**src/rtl/hazard_ctrl_pkg.sv**
```systemverilog
// Shared types and helpers for the hazard_ctrl pipeline sequencing controller.
package hazard_ctrl_pkg;

    typedef enum logic {
        RUN    = 1'b0,
        M_WAIT = 1'b1
    } state_e;

    localparam int unsigned M_TIMEOUT_DEFAULT = 64;
    localparam int unsigned TCNT_W_DEFAULT    = 7;

    // x0 is hard-wired to zero, so a load targeting it never creates a dependency.
    function automatic logic load_use_match(
        input logic [4:0] rs1_addr,
        input logic [4:0] rs2_addr,
        input logic       uses_rs1,
        input logic       uses_rs2,
        input logic [4:0] rd_addr
    );
        return (rd_addr != 5'd0) &&
               ((uses_rs1 && (rs1_addr == rd_addr)) ||
                (uses_rs2 && (rs2_addr == rd_addr)));
    endfunction

endpackage

```
**src/rtl/hazard_ctrl_m_wait_timer.sv**
```systemverilog
// Wait counter for outstanding M-extension ops; tc flags the last permitted wait cycle.
module m_wait_timer
    import hazard_ctrl_pkg::*;
#(
    parameter int unsigned M_TIMEOUT = M_TIMEOUT_DEFAULT,
    parameter int unsigned TCNT_W    = TCNT_W_DEFAULT
) (
    input  logic clk_i,
    input  logic rst_i,
    input  logic clr,
    input  logic en,
    output logic tc
);

    logic [TCNT_W-1:0] cnt_q;

    always_ff @(posedge clk_i) begin
        if (rst_i) begin
            cnt_q <= '0;
        end else if (clr) begin
            cnt_q <= '0;
        end else if (en) begin
            cnt_q <= cnt_q + 1'b1;
        end
    end

    assign tc = (cnt_q == TCNT_W'(M_TIMEOUT - 1));

endmodule

```
**src/rtl/hazard_ctrl.sv**
```systemverilog
// Stall/flush sequencing for PC, IF/ID and ID/EX, including M-unit launch and wait.
// Optional performance counters are built when HAZARD_CTRL_PERF_CNT_EN is defined.
module hazard_ctrl
    import hazard_ctrl_pkg::*;
#(
    parameter int unsigned M_TIMEOUT = M_TIMEOUT_DEFAULT,
    parameter int unsigned TCNT_W    = TCNT_W_DEFAULT
) (
    input  logic        clk_i,
    input  logic        rst_i,
    input  logic [4:0]  id_rs1_addr_i,
    input  logic [4:0]  id_rs2_addr_i,
    input  logic        id_uses_rs1_i,
    input  logic        id_uses_rs2_i,
    input  logic        ex_valid_i,
    input  logic        ex_memread_i,
    input  logic [4:0]  ex_rd_addr_i,
    input  logic        ex_m_instr_i,
    input  logic        ex_redirect_i,
    input  logic        m_done_i,
    output logic        m_start_o,
    output logic        m_busy_o,
    output logic        m_timeout_o,
    output logic        pc_stall_o,
    output logic        if_id_stall_o,
    output logic        if_id_flush_o,
    output logic        id_ex_stall_o,
    output logic        id_ex_flush_o,
    output logic [31:0] stall_cycles_o,
    output logic [31:0] flush_events_o
);

    state_e state_q, state_d;
    logic   redirect, m_launch, load_use;
    logic   timer_clr, timer_en, timer_tc;

    assign redirect = ex_redirect_i && ex_valid_i;
    assign m_launch = ex_valid_i && ex_m_instr_i;
    assign load_use = ex_valid_i && ex_memread_i &&
                      load_use_match(id_rs1_addr_i, id_rs2_addr_i,
                                     id_uses_rs1_i, id_uses_rs2_i, ex_rd_addr_i);

    m_wait_timer #(
        .M_TIMEOUT (M_TIMEOUT),
        .TCNT_W    (TCNT_W)
    ) u_m_wait_timer (
        .clk_i (clk_i),
        .rst_i (rst_i),
        .clr   (timer_clr),
        .en    (timer_en),
        .tc    (timer_tc)
    );

    always_ff @(posedge clk_i) begin
        if (rst_i) begin
            state_q <= RUN;
        end else begin
            state_q <= state_d;
        end
    end

    always_comb begin
        state_d = state_q;
        case (state_q)
            RUN:     if (!redirect && m_launch) state_d = M_WAIT;
            M_WAIT:  if (m_done_i || timer_tc) state_d = RUN;
            default: state_d = RUN;
        endcase
    end

    always_comb begin
        m_start_o     = 1'b0;
        m_busy_o      = 1'b0;
        m_timeout_o   = 1'b0;
        pc_stall_o    = 1'b0;
        if_id_stall_o = 1'b0;
        if_id_flush_o = 1'b0;
        id_ex_stall_o = 1'b0;
        id_ex_flush_o = 1'b0;
        timer_clr     = 1'b0;
        timer_en      = 1'b0;
        if (!rst_i) begin
            case (state_q)
                RUN: begin
                    if (redirect) begin
                        if_id_flush_o = 1'b1;
                        id_ex_flush_o = 1'b1;
                    end else if (m_launch) begin
                        m_start_o     = 1'b1;
                        pc_stall_o    = 1'b1;
                        if_id_stall_o = 1'b1;
                        id_ex_stall_o = 1'b1;
                        timer_clr     = 1'b1;
                    end else if (load_use) begin
                        pc_stall_o    = 1'b1;
                        if_id_stall_o = 1'b1;
                        id_ex_flush_o = 1'b1;
                    end
                end
                M_WAIT: begin
                    m_busy_o = 1'b1;
                    timer_en = 1'b1;
                    // Done wins over timeout so a result landing on the last cycle is kept.
                    if (m_done_i) begin
                        m_timeout_o = 1'b0;
                    end else if (timer_tc) begin
                        m_timeout_o = 1'b1;
                    end else begin
                        pc_stall_o    = 1'b1;
                        if_id_stall_o = 1'b1;
                        id_ex_stall_o = 1'b1;
                    end
                end
                default: begin
                    m_busy_o = 1'b0;
                end
            endcase
        end
    end

    redirect_in_m_wait: assert property (@(posedge clk_i) disable iff (rst_i)
        !(state_q == M_WAIT && ex_redirect_i && ex_valid_i));

`ifdef HAZARD_CTRL_PERF_CNT_EN
    logic [31:0] stall_cnt_q, flush_cnt_q;

    always_ff @(posedge clk_i) begin
        if (rst_i) begin
            stall_cnt_q <= '0;
            flush_cnt_q <= '0;
        end else begin
            if (pc_stall_o)    stall_cnt_q <= stall_cnt_q + 32'd1;
            if (id_ex_flush_o) flush_cnt_q <= flush_cnt_q + 32'd1;
        end
    end

    assign stall_cycles_o = stall_cnt_q;
    assign flush_events_o = flush_cnt_q;
`else
    assign stall_cycles_o = '0;
    assign flush_events_o = '0;
`endif

endmodule
```
**config.mk**
```make
export PLATFORM = sky130hd
export DESIGN_NAME = hazard_ctrl
export DESIGN_NICKNAME = d
export VERILOG_FILES = /design/src/rtl/hazard_ctrl_pkg.sv /design/src/rtl/hazard_ctrl_m_wait_timer.sv /design/src/rtl/hazard_ctrl.sv
export SDC_FILE = /design/constraint.sdc
export NUM_CORES = 1
export LEC_CHECK = 0
export CAP_MARGIN = 20
export CORE_UTILIZATION = 33
export CTS_CLUSTER_SIZE = 25
export DETAILED_ROUTE_END_ITERATION = 7
export PLACE_DENSITY = 0.95
export SYNTH_ARGS = -nofsm -noshare
export SYNTH_HDL_FRONTEND = slang
export SYNTH_HIERARCHICAL = 1
export SYNTH_SLANG_ARGS = --single-unit
```
**constraint.sdc**
```tcl
create_clock -name clk_i -period 3.03 [get_ports clk_i]
set_input_delay 0.606 -clock clk_i [delete_from_list [all_inputs] [get_ports clk_i]]
set_output_delay 0.606 -clock clk_i [all_outputs]
set_load 0.1 [all_outputs]
```
==> results of run 1 <==
[area by class of cell]
cell class | count | area [µm²] | area share [%]
Timing Repair Buffer | 34 | 413 | 32.1
Multi-Input combinational cell | 114 | 634 | 49.3
Inverter | 5 | 18.8 | 1.46
Tap cell | 31 | 38.8 | 3.01
Sequential cell | 8 | 160 | 12.4
Clock buffer | 3 | 22.5 | 1.75
[metrics by stage]
| stage | std cells | utilization, % | setup TNS, ps | power (W) | worst slack (ps) |
|---|---|---|---|---|---|
| floorplan | 194 | - | -169 | 0.000566 | -169 |
| global placement | 192 | 44.1 | 0 | 0.000554 | 54.7 |
| detailed placement | 192 | 44.1 | 0 | 0.000556 | 25.9 |
| CTS | 195 | 44.9 | 0 | 0.000639 | 25.9 |
| global route | 195 | 45.1 | 0 | 0.000656 | 3.40 |
| finish | 195 | 45.1 | 0 | 0.000636 | 114 |
[registers in the layout (all words and copies together), names as in the netlist]
| register | cells |
|---|---|
| u_m_wait_timer/cnt_q | 7 |
| state_q | 1 |
[path summary, 6_finish.rpt]
kind         cells after the start  slack, ps                       to
max                              6        110               pc_stall_o
min reg2reg                      2        480  u_m_wait_timer/cnt_q[5]
max reg2reg                      5       1630  u_m_wait_timer/cnt_q[3]
min                              2        480  u_m_wait_timer/cnt_q[5]
[power by group]
part	switching, W	internal [W]
registers	0.000000797	0.000106
logic	0.000395	0.0000532
clock network	0.0000354	0.0000453
[routing by layer]
metal  global-route usage, %  wire, µm  part of all wire (%)  up-vias
met5                       0         0                     0        -
met4                    5.10         0                     0        0
met3                    1.34       163                    10        0
met2                    18.4       904                    58       59
met1                    8.44       504                    32      331
li1                        -         -                     -      362
[tightest hold or removal path, stage by stage, from the launching register on]
cell and delay, ps:
sky130_fd_sc_hd__dfxtp_1 310, sky130_fd_sc_hd__o21ai_0 70, sky130_fd_sc_hd__a21oi_1 60
[placed cells by master, fill, tap and decap left out, drive strengths merged, types with 2 or more instances in the layout]
master,count
nand2,2
o21ai,2
conb,64
clkbuf,3
a21oi,2
buf,11
nand3,2
nor3b,2
nor2,6
o31ai,2
nand4,3
xnor2,3
nor4,2
xor2,11
clkdlybuf4s50,23
or3,2
dfxtp,8
inv,5
[cells by family after synthesis]
logic type      count (synthesis)  share of synthesized area (%)
buf+inv                        72                           50.1
flops                           8                           15.6
other cells                     1                          0.365
compound gates                  9                           5.72
fa+ha+maj                       1                           1.22
xor+xnor                       14                           11.9
simple gates                   25                           14.1
mux                             1                          0.973
[timing repair]
item                                    CTS  global route
endpoints found under the setup margin    0             2
hold buffers                              0             0
resized for setup                         0             1
endpoints found under the hold margin     0             0
==> qor.tcl, run 1 <==
set qor(num_rows) 19
set qor(cts.repair_timing.setup_buffer_count) 0
set qor(synth.ff_latch_count) 8
set qor(routed_via_density) 3.86
set qor(clock_tree.root_cell) {sky130_fd_sc_hd__clkbuf_4}
set qor(grt_start_max_net_pins) 8
set qor(die_area_um2) 3340
set qor(rr_startpoint) {state_q}
set qor(timing.critical_path.from_type) {input port}
set qor(synth-async-reset-ratio_pct) 0
set qor(critical_path_required_ps) 2420
set qor(route.vias.total) 752
set qor(core_region_area_um2) 2850
set qor(placed_cell_area_um2) 1260
set qor(cts_max_level) 1
set qor(delay_of_the_slowest_cell_on_the_worst_path_ps) 470
set qor(synth_area_leader_cell) {sky130_fd_sc_hd__buf_4}
set qor(yosysMostFrequentCell) {sky130_fd_sc_hd__buf_4}
set qor(critPathKind) {input port to output pin}
set qor(setup_viol_count_final) 0
set qor(violations_in_the_final_reports) {DRC}
set qor(vdd_ir_drop_max_v) 0.000255
set qor(path_clk_slew_ps) 50
set qor(synth.area.top_cells) {sky130_fd_sc_hd__buf_4 47%, sky130_fd_sc_hd__dfxtp_1 16%, sky130_fd_sc_hd__xor2_1 9.4%, sky130_fd_sc_hd__xnor2_1 2.6%, sky130_fd_sc_hd__nor2_1 2.2%}
set qor(io_pins) 96
set qor(power_density_nw_per_um2) 494
set qor(period_minus_slack_ps) 2920
set qor(track_usage_pct) 9.07
set qor(wire_length_of_the_first_global_routing_pass_um) 2350
set qor(wirelength_um) 1570
set qor(period_share_pct) 96.2
set qor(post-route-drc-count) 3
set qor(yosysTopAreaCellShare_pct) 47.4
set qor(worst-endpoint-arrival_ps) 2310
set qor(crit_chain) {clkdlybuf4s50_1 -> xor2_1 -> nor4_1 -> a32oi_2 -> o31ai_4 -> buf_12}
set qor(crit_path_max_fanout) 3
set qor(cts_tree) {yes}
set qor(synth_seq_area_share_pct) 15.6
set qor(slew_violations) 0
set qor(end_kind) {output pin}
set qor(status) {complete, but fails checks}
set qor(number_of_antenna_violations_at_the_first_check_in_global_routing) 0
set qor(hold_class) {flip-flop to flip-flop}
set qor(crit_slowest_cell) {sky130_fd_sc_hd__clkdlybuf4s50_1}
set qor(fin_hold_ws_ps) 484
set qor(final.setup_skew_ps) 1.30
set qor(ys.warnings.count) 6
set qor(hold_violations) 0
set qor(area.growth.synth_to_final_pct) 25.2
set qor(cts_buffers) 3
set qor(detailed_place_hpwl_um) 1440
set qor(ys_dominant_reg_cell) {sky130_fd_sc_hd__dfxtp_1}
set qor(static-leakage-power_nw) 0.604
set qor(place.gp.congestion) 0.710
set qor(synth_edf_count) 0
set qor(detailedRoute.firstIterationViolations) 15
set qor(maxClockFrequency_mhz) 343
set qor(antennaDiodeCount) 0
set qor(critical_path.startpoint) {ex_rd_addr_i[2]}
set qor(floorplan.die.height_um) 57.8
set qor(grt_setup_unrepaired) {false}
set qor(via_count_of_the_first_global_routing_pass) 598
set qor(worst_hold_start) {u_m_wait_timer/cnt_q[5]}
set qor(route.detailed.wl_per_inst_um) 8.06
set qor(final_layout_size_suffix_gt1_share_pct) 12.8
set qor(max-clock-path-buffers) 2
set qor(die_w_um) 57.8
set qor(synthesis.area_um2) 1030
set qor(floorplan.initialDensity_pct) 36.1
set qor(ys_top_cells_by_count) {65 x sky130_fd_sc_hd__buf_4, 11 x sky130_fd_sc_hd__xor2_1, 8 x sky130_fd_sc_hd__dfxtp_1}
set qor(gr-total-overflow) 0
set qor(synthCells) 131
set qor(post_synth_num_cell_types) 30
set qor(synthesis.area_per_instance_um2) 7.85
set qor(drv_cap) 0
set qor(worst-path-buf-inv) 2
set qor(tritoncts_sink_count) 8
set qor(final_antenna_net_count) 0
set qor(clkLatencyLatePin_ps) 250
set qor(n_fill_cell) 288
set qor(place.port_buffers) 31
set qor(drt-pass1-iter-count) 6
set qor(layout_nets) 191
set qor(cell_family_with_the_largest_share_of_critical_path_delay) {buffers and inverters}
set qor(layout.cell_area.non_filler_um2) 1290
(Power assumes the default switching activity.)
==> inputs of run 2 (changes only) <==
- ABC_AREA: unset -> 1
- CORE_UTILIZATION: 33 -> 35
==> run 2 against run 1 <==
The run now ends clean. Core utilization grew 0.63 points. Sequential power about the same. Sequential cell count unchanged. Sequential share of layout area fell by 1.2 points. Critical path depth decreased by 1.
==> qor.tcl, run 2 <==
set qor(p_clk_share_pct) 12.0
set qor(worst-r2r-cell-count) 6
set qor(critical_path.reg2reg.endpoint) {u_m_wait_timer/cnt_q[1]}
set qor(path_clk_slew_ps) 50
set qor(detailed_place_hpwl_um) 1920
set qor(post-route-drc-count) 0
set qor(end_kind) {output pin}
set qor(drt-pass1-iter-count) 4
set qor(critical_path_required_ps) 2420
set qor(power_switching_w) 0.000451
set qor(detailedRoute.firstIterationViolations) 29
set qor(floorplan.die.height_um) 59.8
set qor(critPathKind) {input port to output pin}
set qor(grt_start_max_net_pins) 8
set qor(vdd_ir_drop_max_v) 0.000241
set qor(finalCoreUtilization_pct) 45.8
set qor(final.setup_skew_ps) 2.35
set qor(switching_share_pct) 68.3
set qor(final_common_cell) {sky130_fd_sc_hd__conb_1}
set qor(share_seq_of_total_power_pct) 16.4
set qor(floorplan.initialDensity_pct) 37.6
set qor(area.growth.synth_to_final_pct) 21.7
set qor(synth_seq_area_share_pct) 13.7
set qor(via_count_of_the_first_global_routing_pass) 825
set qor(wirelength_um) 2130
set qor(ys.warnings.count) 6
set qor(synth_edf_count) 0
set qor(crit_path_max_fanout) 7
set qor(cts_resized) 0
set qor(slew_violations) 0
set qor(design_power_total_w) 0.000661
set qor(largest_registers) {u_m_wait_timer/cnt_q: 7 flops, state_q: 1 flops}
set qor(n_fill_cell) 325
set qor(layout.cell_area.non_filler_um2) 1420
set qor(rr_startpoint) {state_q}
set qor(status) {finished clean}
set qor(post_synth_num_cell_types) 18
set qor(critical_path.endpoint) {m_start_o}
set qor(ys_dominant_reg_cell) {sky130_fd_sc_hd__dfxtp_1}
set qor(cts-hold-fix-buffers) 0
set qor(regToRegSetupSlack_ps) 1590
set qor(io_pins) 96
set qor(setup_viol_count_final) 0
set qor(period_minus_slack_ps) 2680
set qor(clock_tree.root_cell) {sky130_fd_sc_hd__clkbuf_4}
set qor(critical_path.startpoint) {rst_i}
set qor(static-leakage-power_nw) 0.764
set qor(die_w_um) 59.8
set qor(drv_cap) 0
set qor(hold_violations) 0
set qor(core_region_area_um2) 3100
set qor(sequential_cell_area_um2) 160
set qor(yosysMostFrequentCell) {sky130_fd_sc_hd__buf_4}
set qor(cts_buffers) 3
set qor(worst-endpoint-arrival_ps) 2080
set qor(cts_tree) {yes}
set qor(p_int_w) 0.000210
set qor(max_ffs_per_register) 7
set qor(max_flop_register) {u_m_wait_timer/cnt_q}
set qor(wire_length_of_the_first_global_routing_pass_um) 3180
set qor(ys_top_cells_by_count) {65 x sky130_fd_sc_hd__buf_4, 48 x sky130_fd_sc_hd__nand2_1, 20 x sky130_fd_sc_hd__inv_1, 20 x sky130_fd_sc_hd__nor2_1, 8 x sky130_fd_sc_hd__dfxtp_1}
set qor(timing.critical_path.from_type) {input port}
set qor(multi_input_comb_area_um2) 694
set qor(synthesis.area_um2) 1170
set qor(max-clock-path-buffers) 2
set qor(place.gp.congestion) 0.814
set qor(synthesis.area_per_instance_um2) 6.02
set qor(gr-total-overflow) 0
set qor(synth.ff_latch_count) 8
set qor(routed_via_density) 3.80
set qor(power_density_nw_per_um2) 466
set qor(period_share_pct) 88.6
set qor(place.port_buffers) 31
set qor(cts_max_level) 1
set qor(num_rows) 20
set qor(final_layout_size_suffix_gt1_share_pct) 12.3
set qor(tritoncts_sink_count) 8
set qor(route.vias.total) 1030
set qor(hold_class) {flip-flop to flip-flop}
set qor(clkLatencyLatePin_ps) 250
set qor(fin_hold_ws_ps) 487
set qor(maxClockFrequency_mhz) 372
set qor(final_cell_mix) {64 x sky130_fd_sc_hd__conb_1, 47 x sky130_fd_sc_hd__nand2_1, 23 x sky130_fd_sc_hd__clkdlybuf4s50_1}
set qor(placement.setup.worst_slack_ps) 390
set qor(cts.repair_timing.setup_buffer_count) 0
set qor(synth-async-reset-ratio_pct) 0
set qor(placed_cell_area_um2) 1400
set qor(synthCells) 194
set qor(grt_setup_unrepaired) {false}
set qor(yosysTopAreaCellShare_pct) 41.8
set qor(final_antenna_net_count) 0
set qor(power_frac_comb_pct) 71.6
set qor(layout_nets) 254
set qor(track_usage_pct) 11.6
set qor(synth.area.top_cells) {sky130_fd_sc_hd__buf_4 42%, sky130_fd_sc_hd__nand2_1 15%, sky130_fd_sc_hd__dfxtp_1 14%, sky130_fd_sc_hd__inv_1 6.4%, sky130_fd_sc_hd__nor2_1 6.4%}
set qor(synth_area_leader_cell) {sky130_fd_sc_hd__buf_4}
set qor(antennaDiodeCount) 0
set qor(number_of_antenna_violations_at_the_first_check_in_global_routing) 0
set qor(die_area_um2) 3570
set qor(setup_ws_ps) 345
set qor(route.detailed.wl_per_inst_um) 7.85
[run 2: changes by cell type in the layout (fill, tap and decap cells not counted), moves of 3 or more]
cell,change
sky130_fd_sc_hd__inv_2,+4
sky130_fd_sc_hd__nor2_2,+3
sky130_fd_sc_hd__nor2_1,+13
sky130_fd_sc_hd__nand3_1,+5
sky130_fd_sc_hd__nand2_2,+3
sky130_fd_sc_hd__xor2_1,-11
sky130_fd_sc_hd__inv_1,+15
sky130_fd_sc_hd__nand2_1,+45
[run 2: how the worst min path moves through the flow]
stage,endpoint,start,cells after the start,slack (ps)
after global placement,u_m_wait_timer/cnt_q[2],u_m_wait_timer/cnt_q[2],2,470
final,u_m_wait_timer/cnt_q[2],u_m_wait_timer/cnt_q[2],2,490
after global routing,u_m_wait_timer/cnt_q[2],u_m_wait_timer/cnt_q[2],2,500
after CTS,u_m_wait_timer/cnt_q[2],u_m_wait_timer/cnt_q[2],2,490
after floorplan,u_m_wait_timer/cnt_q[2],u_m_wait_timer/cnt_q[2],2,450
after detailed placement,u_m_wait_timer/cnt_q[2],u_m_wait_timer/cnt_q[2],2,480
[run 2: logic make-up after synthesis]
group / after synthesis / synth area share (%)
other: 1 / 0.321
buffers and inverters: 89 / 49.5
and+or+nand+nor: 86 / 30.9
adders and majority gates: 1 / 1.07
AOI/OAI and AO/OA: 8 / 3.75
DFF: 8 / 13.7
xor gates and xnor gates: 1 / 0.750
[run 2: power by group through the flow]
stage                     clock (W)  combinational [W]  sequential (W)
after global routing      0.0000867           0.000489        0.000109
after global placement            0           0.000469        0.000111
after CTS                 0.0000845           0.000472        0.000108
after detailed placement          0           0.000472        0.000111
final                     0.0000793           0.000473        0.000109
after floorplan                   0           0.000475        0.000110
[run 2: final cells by class]
class,count,area share [%]
multi-input cells,160,48.9
flip-flops and latches,8,11.3
well taps,44,3.88
clock buffers,3,1.59
repair buffers,32,28.0
inverters,24,6.34
[run 2: routing by layer]
metal  track usage [%]  vias up  part of all wire, %
met5                 0        -                    0
met4              4.98        0                  1.8
met3              1.30        4                  5.1
met2              23.7       55                   58
met1              11.5      450                   35
li1                  -      521                    -
[run 2: through the flow]
step,setup TNS (ps),std cells
2_1_floorplan,-249,257
3_3_place_gp,0,268
3_5_place_dp,0,268
4_1_cts,0,271
5_1_grt,0,271
6_report,0,271
[run 2: worst max-delay path: stages]
cell and delay [ps]:
sky130_fd_sc_hd__clkdlybuf4s50_1 590, sky130_fd_sc_hd__nor2_1 220, sky130_fd_sc_hd__nand2_1 100, sky130_fd_sc_hd__nor2_1 330, sky130_fd_sc_hd__buf_12 230
==> inputs of run 3 (changes only) <==
==> constraint.sdc (replaced) <==
create_clock -name clk_i -period 3.03 [get_ports clk_i]
set_input_delay 0.606 -clock clk_i [delete_from_list [all_inputs] [get_ports clk_i]]
set_output_delay 0.606 -clock clk_i [all_outputs]
set_load 0.05 [all_outputs]
==> run 3 against run 2 <==
Maximum frequency is 3.0% higher. Core utilization is 0.93 points lower. Routed wire length is 8.3% lower. Global-route usage is 0.75 points lower. Worst hold slack better by 15 ps. Sequential cell count stayed put. Largest cell class unchanged. Highest routed layer unchanged.
==> qor.tcl, run 3 (synthesized netlist as in run 2, its figures left out) <==
set qor(max-clock-path-buffers) 2
set qor(floorplan.initialDensity_pct) 37.6
set qor(io_pins) 96
set qor(detailed_place_hpwl_um) 1760
set qor(timing.critical_path.from_type) {input port}
set qor(drv_cap) 0
set qor(final.setup_skew_ps) 7.60
set qor(cts-hold-fix-buffers) 0
set qor(worst-r2r-cell-count) 6
set qor(cts_buffers) 3
set qor(multi_input_comb_area_um2) 666
set qor(n_fill_cell) 314
set qor(routed_via_density) 3.72
set qor(core_region_area_um2) 3100
set qor(critical_path.startpoint) {ex_valid_i}
set qor(layout.cell_area.non_filler_um2) 1390
set qor(wirelength_um) 1950
set qor(placed_cell_area_um2) 1370
set qor(regToRegSetupSlack_ps) 1700
set qor(period_minus_slack_ps) 2610
set qor(cts_max_level) 1
set qor(cts.repair_timing.setup_buffer_count) 0
set qor(area.growth.synth_to_final_pct) 19.2
set qor(critical_path.endpoint) {pc_stall_o}
set qor(tritoncts_sink_count) 8
set qor(worst-path-buf-inv) 3
set qor(static-leakage-power_nw) 0.762
set qor(via_count_of_the_first_global_routing_pass) 769
set qor(wire_length_of_the_first_global_routing_pass_um) 3000
set qor(drt-pass1-iter-count) 4
set qor(gr-total-overflow) 0
set qor(antennaDiodeCount) 0
set qor(vdd_ir_drop_max_v) 0.000148
set qor(status) {finished clean}
set qor(place.port_buffers) 31
set qor(routed.top_layer) {met4}
set qor(die_area_um2) 3570
set qor(largest_registers) {u_m_wait_timer/cnt_q: 7 flops, state_q: 1 flops}
set qor(clkLatencyLatePin_ps) 250
set qor(num_rows) 20
set qor(grt_start_max_net_pins) 8
set qor(path_clk_slew_ps) 50
set qor(route.detailed.wl_per_inst_um) 7.20
set qor(end_kind) {output pin}
set qor(slew_violations) 0
set qor(power_density_nw_per_um2) 338
set qor(rr_startpoint) {state_q}
set qor(detailedRoute.firstIterationViolations) 28
set qor(final_layout_size_suffix_gt1_share_pct) 10.1
set qor(final_antenna_net_count) 0
set qor(track_usage_pct) 10.9
set qor(setup_viol_count_final) 0
set qor(die_w_um) 59.8
set qor(cts_resized) 0
set qor(floorplan.die.height_um) 59.8
set qor(grt_setup_unrepaired) {false}
set qor(place.gp.congestion) 0.790
set qor(route.vias.total) 1009
set qor(sequential_cell_area_um2) 160
set qor(max_flop_register) {u_m_wait_timer/cnt_q}
set qor(maxClockFrequency_mhz) 384
set qor(crit_slowest_cell) {sky130_fd_sc_hd__clkdlybuf4s50_1}
set qor(worst-endpoint-arrival_ps) 2000
set qor(number_of_antenna_violations_at_the_first_check_in_global_routing) 0
set qor(route.met3.wl_um) 121
set qor(clock_tree.root_cell) {sky130_fd_sc_hd__clkbuf_4}
set qor(crit_path_max_fanout) 4
set qor(post-route-drc-count) 0
set qor(cts_tree) {yes}
set qor(timing.critical_path.depth) 7
set qor(final_cell_mix) {64 x sky130_fd_sc_hd__conb_1, 48 x sky130_fd_sc_hd__nand2_1, 23 x sky130_fd_sc_hd__clkdlybuf4s50_1}
set qor(period_share_pct) 86.0
set qor(wl_met2_um) 1000
set qor(crit_chain) {clkdlybuf4s50_1 -> nand2_1 -> nand4_1 -> a21oi_1 -> inv_1 -> nand2_1 -> buf_12}
set qor(layout_nets) 254
set qor(m1WireLength_um) 766
set qor(critPathKind) {input port to output pin}
set qor(cell_family_with_the_largest_share_of_critical_path_delay) {buffers and inverters}
set qor(critical_path.reg2reg.endpoint) {u_m_wait_timer/cnt_q[2]}
set qor(final_common_cell) {sky130_fd_sc_hd__conb_1}
set qor(max_ffs_per_register) 7
set qor(totalNegativeSetupSlack_ps) 0
set qor(hold_violations) 0
set qor(critical_path_required_ps) 2420
set qor(hold_class) {flip-flop to flip-flop}
set qor(critical_path.most_common_cell) {sky130_fd_sc_hd__nand2_1}
set qor(delay_of_the_slowest_cell_on_the_worst_path_ps) 460
==> run 3: worst min path at each step <==
stage,from,to,slack [ps],cells past startpoint
floorplan,u_m_wait_timer/cnt_q[2],u_m_wait_timer/cnt_q[2],450,2
global route,u_m_wait_timer/cnt_q[2],u_m_wait_timer/cnt_q[2],520,2
CTS,u_m_wait_timer/cnt_q[2],u_m_wait_timer/cnt_q[2],500,2
finish,u_m_wait_timer/cnt_q[2],u_m_wait_timer/cnt_q[2],500,2
global placement,u_m_wait_timer/cnt_q[2],u_m_wait_timer/cnt_q[2],460,2
detailed placement,u_m_wait_timer/cnt_q[2],u_m_wait_timer/cnt_q[2],490,2
==> run 3: final cells by class <==
cell class,instances,area share (%)
clock buffers,3,1.62
inverters,24,6.47
multi-input cells,160,47.8
flip-flops and latches,8,11.5
well taps,44,3.96
repair buffers,32,28.6
==> run 3: worst register-to-register path: stages, from the launching register on <==
cell and delay [ps]:
sky130_fd_sc_hd__dfxtp_1 360, sky130_fd_sc_hd__nor2_1 80, sky130_fd_sc_hd__nand2_1 90, sky130_fd_sc_hd__nor2_1 100, sky130_fd_sc_hd__nor2_1 340, sky130_fd_sc_hd__o21ai_0 160, sky130_fd_sc_hd__a21oi_1 130
==> run 3: routing by layer <==
layer	GRT usage, %	vias up
met5	0	-
met4	4.98	0
met3	1.52	6
met2	20.2	55
met1	12.0	427
li1	-	521
==> run 3: where the power goes <==
group / internal [W] / leakage [nW] / switching (W)
Clock: 0.0000452 / 0.0138 / 0.0000345
Combinational: 0.0000562 / 0.684 / 0.000225
Sequential: 0.000107 / 0.0647 / 0.00000145
Total: 0.000208 / 0.762 / 0.000261
==> run 3: per-stage QoR <==
step                      power [W]  hold slack (ps)  setup slack (ps)  utilization, %  std cells
after detailed placement   0.000391              491               409            44.1        268
final                      0.000470              503               423            44.8        271
after CTS                  0.000471              501               409            44.8        271
after floorplan            0.000396              451              47.8               -        257
after global placement     0.000388              464               456            44.1        268
after global routing       0.000494              523               291            44.8        271
